===== config.mk =====
export PLATFORM = sky130hd
export DESIGN_NAME = pocq_sched_flat
export DESIGN_NICKNAME = d
export VERILOG_FILES = /design/src/rtl/pocq_sched_if.sv /design/src/rtl/pocq_sched.sv /design/src/flat_wrapper.sv
export SDC_FILE = /design/constraint.sdc
export NUM_CORES = 1
export LEC_CHECK = 0
export ABC_AREA = 1
export ABC_CLOCK_PERIOD_IN_PS = 6770
export CORE_MARGIN = 2
export CORE_UTILIZATION = 53
export DETAILED_ROUTE_END_ITERATION = 12
export PLACE_DENSITY = 0.9
export SYNTH_ARGS = -nofsm -noshare
export SYNTH_HDL_FRONTEND = slang
export SYNTH_SLANG_ARGS = --single-unit

===== constraint.sdc =====
create_clock -name clock -period 6.77 [get_ports clock]
set_input_delay 0.677 -clock clock [delete_from_list [all_inputs] [get_ports clock]]
set_output_delay 0.677 -clock clock [all_outputs]
set_load 0.01 [all_outputs]

===== src/rtl/pocq_sched_if.sv =====
// Handshake bundle between the POCQ scheduler (slave) and the queue/pipeline logic (master).
interface pocq_sched_if #(
    parameter int DEPTH = 16,
    parameter int IDXW  = $clog2(DEPTH)
);
    logic             alloc_en;
    logic             alloc_ready;
    logic [IDXW-1:0]  alloc_idx;
    logic [IDXW:0]    free_cnt;
    logic [DEPTH-1:0] wake_vec;
    logic             issue_valid;
    logic [IDXW-1:0]  issue_idx;
    logic             issue_ready;
    logic             retire_en;
    logic [IDXW-1:0]  retire_idx;
    logic             replay_en;
    logic [IDXW-1:0]  replay_idx;
    logic [DEPTH-1:0] sleep_vec;
    logic [DEPTH-1:0] busy_vec;

    modport master (
        output alloc_en, wake_vec, issue_ready, retire_en, retire_idx, replay_en, replay_idx,
        input  alloc_ready, alloc_idx, free_cnt, issue_valid, issue_idx, sleep_vec, busy_vec
    );

    modport slave (
        input  alloc_en, wake_vec, issue_ready, retire_en, retire_idx, replay_en, replay_idx,
        output alloc_ready, alloc_idx, free_cnt, issue_valid, issue_idx, sleep_vec, busy_vec
    );
endinterface


===== src/rtl/pocq_sched.sv =====
// POCQ entry-state controller and round-robin issue scheduler for the HN-F main pipeline.
// Optional sleep timeout (forced wake after TIMEOUT cycles) enabled by POCQ_SCHED_TIMEOUT_EN.
module pocq_sched #(
    parameter int DEPTH   = 16,
    parameter int IDXW    = $clog2(DEPTH),
    parameter int TIMEOUT = 255
) (
    input  logic         clock,
    input  logic         reset,
    pocq_sched_if.slave  bus
);
    typedef enum logic [1:0] {
        ST_FREE   = 2'd0,
        ST_SLEEP  = 2'd1,
        ST_READY  = 2'd2,
        ST_INPIPE = 2'd3
    } ent_state_e;

    ent_state_e       state_r     [DEPTH];
    ent_state_e       state_nxt_s [DEPTH];
    logic             issue_valid_r;
    logic [IDXW-1:0]  issue_idx_r;
    logic [IDXW-1:0]  rr_ptr_r;
    logic             alloc_ready_s;
    logic [IDXW-1:0]  alloc_idx_s;
    logic [IDXW:0]    free_cnt_s;
    logic [DEPTH-1:0] sleep_s;
    logic [DEPTH-1:0] busy_s;
    logic             alloc_fire_s;
    logic             issue_fire_s;
    logic [DEPTH-1:0] tmo_s;
    logic [DEPTH-1:0] cand_s;
    logic [IDXW-1:0]  base_s;
    logic [IDXW-1:0]  scan_s;
    logic             pick_vld_s;
    logic [IDXW-1:0]  pick_idx_s;

    assign alloc_fire_s = bus.alloc_en & alloc_ready_s;
    assign issue_fire_s = issue_valid_r & bus.issue_ready;

`ifdef POCQ_SCHED_TIMEOUT_EN
    localparam int CNTW = $clog2(TIMEOUT + 1);
    logic [CNTW-1:0] tmo_cnt_r [DEPTH];

    // Per-entry sleep age; held at zero outside SLEEP so it restarts on every entry to SLEEP.
    always_ff @(posedge clock or negedge reset) begin
        if (!reset) begin
            for (int i = 0; i < DEPTH; i++) tmo_cnt_r[i] <= '0;
        end else begin
            for (int i = 0; i < DEPTH; i++) begin
                if (state_r[i] == ST_SLEEP) tmo_cnt_r[i] <= tmo_cnt_r[i] + CNTW'(1);
                else                        tmo_cnt_r[i] <= '0;
            end
        end
    end

    // Expiry fires one cycle early so READY is visible exactly TIMEOUT cycles after entering SLEEP.
    always_comb begin
        tmo_s = '0;
        for (int i = 0; i < DEPTH; i++)
            tmo_s[i] = (state_r[i] == ST_SLEEP) && (tmo_cnt_r[i] == CNTW'(TIMEOUT - 1));
    end
`else
    assign tmo_s = '0;
`endif

    // Entry state register.
    always_ff @(posedge clock or negedge reset) begin
        if (!reset) begin
            for (int i = 0; i < DEPTH; i++) state_r[i] <= ST_FREE;
        end else begin
            for (int i = 0; i < DEPTH; i++) state_r[i] <= state_nxt_s[i];
        end
    end

    // Per-entry next state; retire outranks replay, and a replayed entry ignores a same-cycle wake.
    always_comb begin
        for (int i = 0; i < DEPTH; i++) begin
            state_nxt_s[i] = state_r[i];
            case (state_r[i])
                ST_FREE: begin
                    if (alloc_fire_s && (alloc_idx_s == IDXW'(i))) state_nxt_s[i] = ST_SLEEP;
                    else                                           state_nxt_s[i] = ST_FREE;
                end
                ST_SLEEP: begin
                    if (bus.wake_vec[i] || tmo_s[i]) state_nxt_s[i] = ST_READY;
                    else                             state_nxt_s[i] = ST_SLEEP;
                end
                ST_READY: begin
                    if (issue_fire_s && (issue_idx_r == IDXW'(i))) state_nxt_s[i] = ST_INPIPE;
                    else                                           state_nxt_s[i] = ST_READY;
                end
                ST_INPIPE: begin
                    if (bus.retire_en && (bus.retire_idx == IDXW'(i)))      state_nxt_s[i] = ST_FREE;
                    else if (bus.replay_en && (bus.replay_idx == IDXW'(i))) state_nxt_s[i] = ST_SLEEP;
                    else                                                    state_nxt_s[i] = ST_INPIPE;
                end
                default: state_nxt_s[i] = ST_FREE;
            endcase
        end
    end

    // Allocation and status outputs decoded from current state; descending scan leaves the lowest FREE index.
    always_comb begin
        alloc_ready_s = 1'b0;
        alloc_idx_s   = '0;
        free_cnt_s    = '0;
        sleep_s       = '0;
        busy_s        = '0;
        for (int i = DEPTH - 1; i >= 0; i--) begin
            if (state_r[i] == ST_FREE) begin
                alloc_ready_s = 1'b1;
                alloc_idx_s   = IDXW'(i);
                free_cnt_s    = free_cnt_s + (IDXW + 1)'(1);
            end else begin
                busy_s[i] = 1'b1;
            end
            sleep_s[i] = (state_r[i] == ST_SLEEP);
        end
    end

    // Round-robin pick over READY entries, starting after the last grant; the entry just accepted is excluded.
    always_comb begin
        cand_s     = '0;
        scan_s     = '0;
        pick_vld_s = 1'b0;
        pick_idx_s = '0;
        for (int i = 0; i < DEPTH; i++) cand_s[i] = (state_r[i] == ST_READY);
        if (issue_fire_s) begin
            cand_s[issue_idx_r] = 1'b0;
            base_s              = issue_idx_r;
        end else begin
            base_s = rr_ptr_r;
        end
        for (int k = 1; k <= DEPTH; k++) begin
            scan_s     = base_s + IDXW'(k);
            pick_idx_s = (!pick_vld_s && cand_s[scan_s]) ? scan_s : pick_idx_s;
            pick_vld_s = pick_vld_s | cand_s[scan_s];
        end
    end

    // Registered offer and round-robin pointer; an unaccepted offer is held without re-arbitration.
    always_ff @(posedge clock or negedge reset) begin
        if (!reset) begin
            issue_valid_r <= 1'b0;
            issue_idx_r   <= '0;
            rr_ptr_r      <= {IDXW{1'b1}};
        end else begin
            if (issue_fire_s) rr_ptr_r <= issue_idx_r;
            else              rr_ptr_r <= rr_ptr_r;
            if (issue_valid_r && !bus.issue_ready) begin
                issue_valid_r <= issue_valid_r;
                issue_idx_r   <= issue_idx_r;
            end else begin
                issue_valid_r <= pick_vld_s;
                issue_idx_r   <= pick_idx_s;
            end
        end
    end

    assign bus.alloc_ready = alloc_ready_s;
    assign bus.alloc_idx   = alloc_idx_s;
    assign bus.free_cnt    = free_cnt_s;
    assign bus.sleep_vec   = sleep_s;
    assign bus.busy_vec    = busy_s;
    assign bus.issue_valid = issue_valid_r;
    assign bus.issue_idx   = issue_idx_r;
endmodule


===== src/flat_wrapper.sv =====
// flat-port wrapper written by rule: the top's interface ports become plain ports
module pocq_sched_flat 
#(
    parameter int DEPTH   = 16,
    parameter int IDXW    = $clog2(DEPTH),
    parameter int TIMEOUT = 255
)
  (clock, reset, bus_alloc_en, bus_wake_vec, bus_issue_ready, bus_retire_en, bus_retire_idx, bus_replay_en, bus_replay_idx, bus_alloc_ready, bus_alloc_idx, bus_free_cnt, bus_issue_valid, bus_issue_idx, bus_sleep_vec, bus_busy_vec);
  pocq_sched_if #(.DEPTH(DEPTH), .IDXW(IDXW)) bus_i ();
  input  logic clock;
  input  logic reset;
  input wire logic [$bits(bus_i.alloc_en)-1:0] bus_alloc_en;
  input wire logic [$bits(bus_i.wake_vec)-1:0] bus_wake_vec;
  input wire logic [$bits(bus_i.issue_ready)-1:0] bus_issue_ready;
  input wire logic [$bits(bus_i.retire_en)-1:0] bus_retire_en;
  input wire logic [$bits(bus_i.retire_idx)-1:0] bus_retire_idx;
  input wire logic [$bits(bus_i.replay_en)-1:0] bus_replay_en;
  input wire logic [$bits(bus_i.replay_idx)-1:0] bus_replay_idx;
  output wire logic [$bits(bus_i.alloc_ready)-1:0] bus_alloc_ready;
  output wire logic [$bits(bus_i.alloc_idx)-1:0] bus_alloc_idx;
  output wire logic [$bits(bus_i.free_cnt)-1:0] bus_free_cnt;
  output wire logic [$bits(bus_i.issue_valid)-1:0] bus_issue_valid;
  output wire logic [$bits(bus_i.issue_idx)-1:0] bus_issue_idx;
  output wire logic [$bits(bus_i.sleep_vec)-1:0] bus_sleep_vec;
  output wire logic [$bits(bus_i.busy_vec)-1:0] bus_busy_vec;
  assign bus_i.alloc_en = bus_alloc_en;
  assign bus_i.wake_vec = bus_wake_vec;
  assign bus_i.issue_ready = bus_issue_ready;
  assign bus_i.retire_en = bus_retire_en;
  assign bus_i.retire_idx = bus_retire_idx;
  assign bus_i.replay_en = bus_replay_en;
  assign bus_i.replay_idx = bus_replay_idx;
  assign bus_alloc_ready = bus_i.alloc_ready;
  assign bus_alloc_idx = bus_i.alloc_idx;
  assign bus_free_cnt = bus_i.free_cnt;
  assign bus_issue_valid = bus_i.issue_valid;
  assign bus_issue_idx = bus_i.issue_idx;
  assign bus_sleep_vec = bus_i.sleep_vec;
  assign bus_busy_vec = bus_i.busy_vec;
  pocq_sched #(.DEPTH(DEPTH), .IDXW(IDXW), .TIMEOUT(TIMEOUT)) u_core (.clock(clock), .reset(reset), .bus(bus_i));
endmodule

# [After elaboration in Yosys (flattened, before gate mapping)]
# Index checks and enable logic that the tools add are counted.
[totals] reg_bits=41 in_bits=30 output_inout_bits=47
[op_classes] n_addsub=30 magnitude_cmp=18 n_eq_ne=108 muxes=212 bitwise=19 reduce_logical=117
[ops] op="2-to-1 mux 4 bit" count=33
[ops] op="== test 4 bit, second input constant" count=32
[ops] op="case mux 2 bit (4 select lines)" count=16
[ops] op="2-to-1 mux 2 bit" count=48
[ops] op="< comparator 4 x 5 -> 1 bit, second input constant" count=17
[ops] op="2-to-1 mux 1 bit" count=82
[ops] op="logical AND 1 bit" count=81
[ops] op="2-to-1 mux 5 bit" count=15
[ops] op="adder 5 x 1 -> 5 bit, second input constant" count=14
[ops] op="binary-select mux 1 bit (select 4 bit)" count=16
[ops] op="== test 2 bit, second input constant" count=32
[ops] op="== test 4 x 3 -> 1 bit, second input constant" count=16
[ops] op="adder 4 bit, second input constant" count=8
[ops] op="== test 2 x 1 -> 1 bit, second input constant" count=16
[ops] op="== test 4 x 2 -> 1 bit, second input constant" count=8
[ops] op="zero test 2 bit" count=16
[ops] op="adder 4 x 3 -> 4 bit, second input constant" count=4
[ops] op="bitwise AND 16 bit" count=1
[ops] op="== test 4 x 1 -> 1 bit, second input constant" count=4
[ops] op="zero test 1 bit" count=16
[ops] op="zero test 4 bit" count=4
[ops] op="2-to-1 mux 16 bit" count=1
[ops] op="inverter 16 bit" count=1
[ops] op="bitwise OR 1 bit" count=15
[ops] op="6 further kinds" count=8

# [Depth between registers and ports, before layout]
# Gate-level depths: netlist of run 1.
[depth] depth_word=32 ltp_mapped=55 ltp_nobuf=55

# [Least setup slack after synthesis of run 1]
# OpenSTA, ideal clock, no wires.
[synth_path] kind="reg-to-output" startpoint="reg u_core.state_r[3] (netlist bit)" endpoint="out bus_free_cnt[4]" t_arrival_ps=6761 required_time_ps=6093 setup_slack_ps=-668 path_stages_with_launch=50 path_buffers=0 cell_sequence="dfrtp_1 > nor2_1 > inv_1 > ha_1 > inv_1 > nand2_1 > nand2_2 > xnor2_1 > o21ai_0 > ha_1 > nand2_1 > nand2_1 > nand2_1 > a21oi_1 > a31oi_1 > ha_1 > inv_1 > o21ai_0 > (+14 left out) > a31oi_1 > ha_1 > or2_2 > a21boi_0 > inv_1 > nor2_1 > inv_1 > o21ai_0 > nor2_1 > ha_1 > o21ai_0 > inv_1 > ha_1 > nand2_1 > nor2_1 > nand2_1 > nand3_1 > nand2_1"
[synth_between] elab_chain_cells=30
[synth_rtl] element="from (decl)" line_no="pocq_sched.sv:19" text="ent_state_e state_r [DEPTH];"
[synth_rtl] element="zero test 2 bit (*)" line_no="pocq_sched.sv:111" text="if (state_r[i] == ST_FREE) begin"
[synth_rtl] element="2-to-1 mux 5 bit (*)" line_no="pocq_sched.sv:111"
[synth_rtl] element="adder 5 x 1 -> 5 bit" line_no="pocq_sched.sv:114" text="free_cnt_s = free_cnt_s + (IDXW + 1)'(1);"
[synth_rtl] element="2-to-1 mux 5 bit (*)" line_no="pocq_sched.sv:111"
[synth_rtl] element="adder 5 x 1 -> 5 bit" line_no="pocq_sched.sv:114"
[synth_rtl] element="2-to-1 mux 5 bit (*)" line_no="pocq_sched.sv:111"
[synth_rtl] element="adder 5 x 1 -> 5 bit" line_no="pocq_sched.sv:114"
[synth_rtl] element="2-to-1 mux 5 bit (*)" line_no="pocq_sched.sv:111"
[synth_rtl] element="(+14 left out)"
[synth_rtl] element="adder 5 x 1 -> 5 bit" line_no="pocq_sched.sv:114"
[synth_rtl] element="2-to-1 mux 5 bit (*)" line_no="pocq_sched.sv:111"
[synth_rtl] element="adder 5 x 1 -> 5 bit" line_no="pocq_sched.sv:114"
[synth_rtl] element="2-to-1 mux 5 bit (*)" line_no="pocq_sched.sv:111"
[synth_rtl] element="adder 5 x 1 -> 5 bit" line_no="pocq_sched.sv:114"
[synth_rtl] element="2-to-1 mux 5 bit (*)" line_no="pocq_sched.sv:111"
[synth_rtl] element="adder 5 x 1 -> 5 bit" line_no="pocq_sched.sv:114"
[synth_rtl] element="2-to-1 mux 5 bit (*)" line_no="pocq_sched.sv:111"
[synth_rtl] element="to (decl)" line_no="flat_wrapper.sv:21" text="output wire logic [$bits(bus_i.free_cnt)-1:0] bus_free_cnt;"
# Every way passes the cells marked *; elsewhere a longest branch is shown, timed or not.

# [Final worst setup path of run 1]
[layout_path] startpoint="reg u_core.state_r[2] (netlist bit)" endpoint="out bus_free_cnt[4]"
# The elaborated chain is that of the path after synthesis.

==> results of run 1 <==
[metal layers]
layer / global-route usage (%) / vias up
li1: - / 4009
met1: 40.4 / 3827
met2: 58.9 / 560
met3: 4.48 / 147
met4: 14.6 / 0
met5: 0 / -
[flip-flops by register name, indices dropped and copies added, names as in the netlist]
signal / count
u_core.bus.issue_valid: 1
u_core.rr_ptr_r: 4
u_core.state_r: 32
u_core.bus.issue_idx: 4
[what timing repair did]
item | 4_1_cts | 5_1_grt
endpoints found under the setup margin | 4 | 4
resized for setup | 30 | 93
pin swaps | 17 | 42
hold buffers | 0 | 0
endpoints found under the hold margin | 0 | 0
setup buffers | 36 | 10
[critical path, delay by kind of cell (launching register included)]
family | cells | cell delay (ns)
and+or+nand+nor | 27 | 2.86
adders and majority gates | 8 | 2.27
muxes | 1 | 0.23
buffers and inverters | 9 | 0.67
DFF | 1 | 0.40
AOI/OAI and AO/OA | 6 | 0.54
xor gates and xnor gates | 1 | 0.16
[through the flow]
stage               instance area [sq um]  setup WS (ns)
global route                         8490          -1.74
detailed placement                   7640         -0.939
floorplan                            6320        -0.0749
CTS                                  8080         -0.789
finish                               8490          -1.35
global placement                     7640         -0.659
[area by class of cell]
| type | count | area share (%) |
|---|---|---|
| Multi-Input combinational cell | 886 | 57.8 |
| Tap cell | 143 | 2.11 |
| Timing Repair Buffer | 179 | 18.0 |
| Clock buffer | 8 | 1.72 |
| Inverter | 185 | 8.17 |
| Sequential cell | 41 | 12.1 |
[cells in the mapped netlist (4+ instances only)]
library cell  instances  share of area (%)
nand4_1              11                1.1
a31oi_1               7               0.70
or2_1                 4               0.40
inv_1               164                9.8
ha_1                 25                5.0
inv_2                13               0.78
dfrtp_1              37                 15
a311oi_1              5               0.70
nand2_1             329                 20
o311ai_0              5               0.70
or2_2                 6               0.60
nor3_1               28                2.2
nor2_1              153                9.2
nand2_2              14                1.4
a221o_1              13                2.1
nor2_2                5               0.50
o21ai_1              20                1.6
nand3b_1              5               0.60
dfstp_2               4                1.7
clkinv_1              8               0.48
a21oi_1              22                1.8
a211oi_1              7               0.84
buf_2                 4               0.32
o21ai_0              46                3.7
nand3_1             130                 10
xor2_1                8                1.1
[how the worst max path moves through the flow]
stage	from	to	slack, ns	cells after the start
floorplan	u_core.state_r[3]	bus_free_cnt[4]	-0.07	50
global placement	u_core.state_r[2]	bus_free_cnt[4]	-0.66	50
detailed placement	u_core.state_r[0]	bus_free_cnt[4]	-0.94	47
CTS	u_core.state_r[3]	bus_free_cnt[4]	-0.79	51
global route	u_core.state_r[2]	bus_free_cnt[4]	-1.74	53
finish	u_core.state_r[2]	bus_free_cnt[4]	-1.35	52
[logic make-up after synthesis]
kind of cell | share of synthesized area, %
AND/OR/NAND/NOR | 48.9
buffers and inverters | 11.8
AO/OA/AOI/OAI | 15.4
flip-flops | 16.5
adder cells (fa/ha/maj) | 5.00
XOR/XNOR | 1.96
multiplexers | 0.480
==> results_dict.tcl, run 1 <==
set metrics [dict create \
    final_cell_count_no_fill 1442 \
    fin_crit_ns 8.12 \
    ys_types 52 \
    grt-ovfl-total 0 \
    grt_pass1_wl_um 35000 \
    initial_core_util_pct 54.6 \
    synth-edff-count 0 \
    clkSinkCount 41 \
    drt_wl_total_um 23700 \
    die_x_um 113 \
    arrival_ns 7.44 \
    syn_nets 1175 \
    criticalPathCategory "flip-flop to output pin" \
    cts_made_buffers 5 \
    multi_input_area_sq_mm 0.00491 \
    ff2ff_path_depth 24 \
    worstMarginPinSlew_ns 1.24 \
    failed_checks "negative setup slack" \
    async_reset_ff_share_pct 100 \
    crit_required_ns 6.09 \
    crit_path_frequent_cell "nand2_1" \
    syn_inst 1120 \
    clock_path_buffers 2 \
    track_usage_pct 33.4 \
    setup_tns_ns -5.15 \
    syn-cell-area_sq_mm 0.00626 \
    setup_viol 4 \
    clock_skew_ns 0.00274 \
    routed-wl-met2_um 11600 \
    whs_ns 0.530 \
    vias 8543 \
    clk_latency_ns 0.29 \
    endpoint_kind "output pin" \
    slew_headroom_pct 16.6 \
    antenna_found_initial 0 \
    rsz0062_at_grt "true" \
    final_util_pct 74.1 \
    fillCellCount 869 \
    clk_pin_slew_ns 0.06 \
    reg2reg_from "u_core.bus.issue_valid" \
    worst_r2r_endpoint "u_core.bus.issue_idx[1]" \
    synth_ff_type "dfrtp_1" \
    layout_commonest_cell "nand2_1" \
    wl_met1_um 8750 \
    max_stage_delay_ns 0.40 \
    dpl.cell_count 1388 \
    grt_pass1_vias 7496 \
    io_pins 77 \
    status "complete, but fails checks" \
    fp-row-count 39 \
    drtIter0Drc 1161 \
    syn_area_per_cell_sq_um 5.59 \
    hold_violations 0 \
    worstSetupStartpointType "flip-flop" \
    ys.warnings.count 0 \
    top_layer "met4" \
    ant_nets 0 \
    grt_max_degree 42 \
    wl_met3_um 1970 \
    drc_errors 0 \
    place.gp.congestion 0.986 \
    area_delta_synth_final_pct 35.7 \
    layout_common_cells "291 x nand2_1, 152 x inv_1, 144 x nor2_1" \
    tritoncts "built" \
    ff2ff_setup_slack_ns 2.02 \
    maxCapViolCount 0 \
    max_freq_ghz 0.123 \
    register_area_sq_mm 0.00103 \
    port_buffers 76 \
    synth_seq_cells 41 \
    setup_slack_ns -1.35 \
    antennaDiodeCount 0 \
    cts-root-buf "clkbuf_16" \
    finalMaxSlewViolations 0 \
    die_y_um 113 \
    place.detailed.hpwl_um 15900 \
    cp_slowest_cell "dfrtp_1" \
    core_region_area_sq_mm 0.0115 \
    drt_first_pass_iters 6 \
    period_share_pct 120 \
    final_nets 1353 \
    final_layout_size_suffix_gt1_share_pct 20.6 \
    cp_max_fo 4 \
    dieArea_sq_mm 0.0127 \
    ys_seq_area_share_pct 16.5 \
    htree_levels 2 \
    hold_path.class "input pin to asynchronous set/reset pin" \
    vias_per_cell 5.92 \
    wl_per_cell_um 16.4 \
]
Power of run 1 is left out: the tool's default activity adds up to more than one toggle a clock period on the data nets, which glitch-free logic cannot reach.
==> inputs of run 2 (changes only) <==
- CELL_PAD_IN_SITES_DETAIL_PLACEMENT: default -> 1
- CELL_PAD_IN_SITES_GLOBAL_PLACEMENT: default -> 1
- CORE_MARGIN: 2 -> 4
- CORE_UTILIZATION: 53 -> 35
- PLACE_DENSITY: 0.9 -> 0.88
- TNS_END_PERCENT: default -> 30
==> results_dict.tcl, run 2 (same netlist as run 1, synthesis figures left out) <==
set metrics [dict create \
    status "complete, but fails checks" \
    failed_checks "negative setup slack" \
    setup_slack_ns -1.56 \
    dieArea_sq_mm 0.0201 \
    port_buffers 76 \
    grt-ovfl-total 0 \
    reg2reg_from "u_core.bus.issue_valid" \
    clk_latency_ns 0.30 \
    layout_common_cells "295 x nand2_1, 152 x inv_1, 144 x nor2_1" \
    tritoncts "built" \
    slew_headroom_pct 33.6 \
    pre_cts_slack_ns -1.08 \
    htree_levels 2 \
    worstMarginPinSlew_ns 0.996 \
    vias 9059 \
    hold_buffers 0 \
    area_delta_synth_final_pct 41.1 \
    cts-root-buf "clkbuf_16" \
    final_nets 1373 \
    grt_pass1_vias 9046 \
    crit_required_ns 6.09 \
    wl_per_cell_um 21.8 \
    rsz0062_at_grt "true" \
    largest_reg_flops 32 \
    core_region_area_sq_mm 0.0174 \
    clkSinkCount 41 \
    fp-row-count 48 \
    ant_nets 0 \
    track_usage_pct 27.8 \
    fin_crit_ns 8.33 \
    io_pins 77 \
    clock_skew_ns 0.0135 \
    cts_made_buffers 5 \
    die_y_um 142 \
    cp_max_fo 4 \
    setup_viol 4 \
    ff2ff_setup_slack_ns 1.89 \
    worstSetupStartpointType "flip-flop" \
    hold_violations 0 \
    drc_errors 0 \
    antennaDiodeCount 0 \
    final_layout_size_suffix_gt1_share_pct 21.8 \
    place.detailed.hpwl_um 20200 \
    hold_path.class "input pin to asynchronous set/reset pin" \
    place.gp.congestion 0.924 \
    endpoint_kind "output pin" \
    drt_first_pass_iters 5 \
    finalMaxSlewViolations 0 \
    cp_slowest_cell "dfrtp_1" \
    arrival_ns 7.65 \
    maxCapViolCount 0 \
    clk_pin_slew_ns 0.07 \
    grt_pass1_wl_um 45400 \
    largest_register "u_core.state_r" \
    initial_core_util_pct 35.9 \
    max_stage_delay_ns 0.41 \
    criticalPathCategory "flip-flop to output pin" \
    vias_per_cell 5.87 \
    final_util_pct 50.7 \
    grt_max_degree 42 \
    max_freq_ghz 0.120 \
    antenna_found_initial 0 \
    worstSetupStartpoint "u_core.state_r[2]" \
    die_x_um 142 \
    period_share_pct 123 \
    clock_path_buffers 2 \
    setup_tns_ns -6.06 \
    layout_commonest_cell "nand2_1" \
    drt_wl_total_um 33700 \
    drtIter0Drc 631 \
]
run 2: per-layer routing:
metal / GRT usage (%) / wire [um]
met1: 31.7 / 12800
met5: 0 / 0
met4: 13.4 / 2180
met2: 51.8 / 16700
met3: 2.36 / 1940
run 2: final timing paths:
kind / end / cells after the start
max: bus_free_cnt[2] / 52
min: u_core.state_r[4] / 1
max reg2reg: u_core.bus.issue_idx[0] / 24
min reg2reg: u_core.state_r[22] / 1
max in group asynchronous: u_core.state_r[20] / 1
min in group clock: u_core.state_r[22] / 1
run 2: area by class of cell:
type                            instances  area [sq um]
Inverter                              185           699
Multi-Input combinational cell        886          4950
Clock buffer                            5           125
Fill cell                            2404          8580
Tap cell                              225           282
Sequential cell                        41          1030
Clock inverter                          3          68.8
Timing Repair Buffer                  199          1680
run 2: critical path: cells and delay by family, from the launching register on:
family / cells / cell delay (ns)
AND/OR/NAND/NOR: 20 / 2.22
AO/OA/AOI/OAI: 11 / 1.55
buffers and inverters: 12 / 1.06
adder cells (fa/ha/maj): 7 / 1.81
XOR/XNOR: 2 / 0.30
flip-flops: 1 / 0.41
run 2: timing repair:
item,4_1_cts,5_1_grt
hold endpoints to repair,0,0
endpoints found under the setup margin,4,4
setup buffers,42,19
pin swaps,20,44
resized for setup,34,91
run 2: per-stage QoR:
stage	cell area, sq um	hold WS [ns]	std cells
2_1_floorplan	6320	0.381	1120
3_3_place_gp	7780	0.552	1475
3_5_place_dp	7780	0.578	1475
4_1_cts	8320	0.570	1525
5_1_grt	8830	0.613	1544
6_report	8830	0.534	1544
Power of run 2 is left out for the same reason.
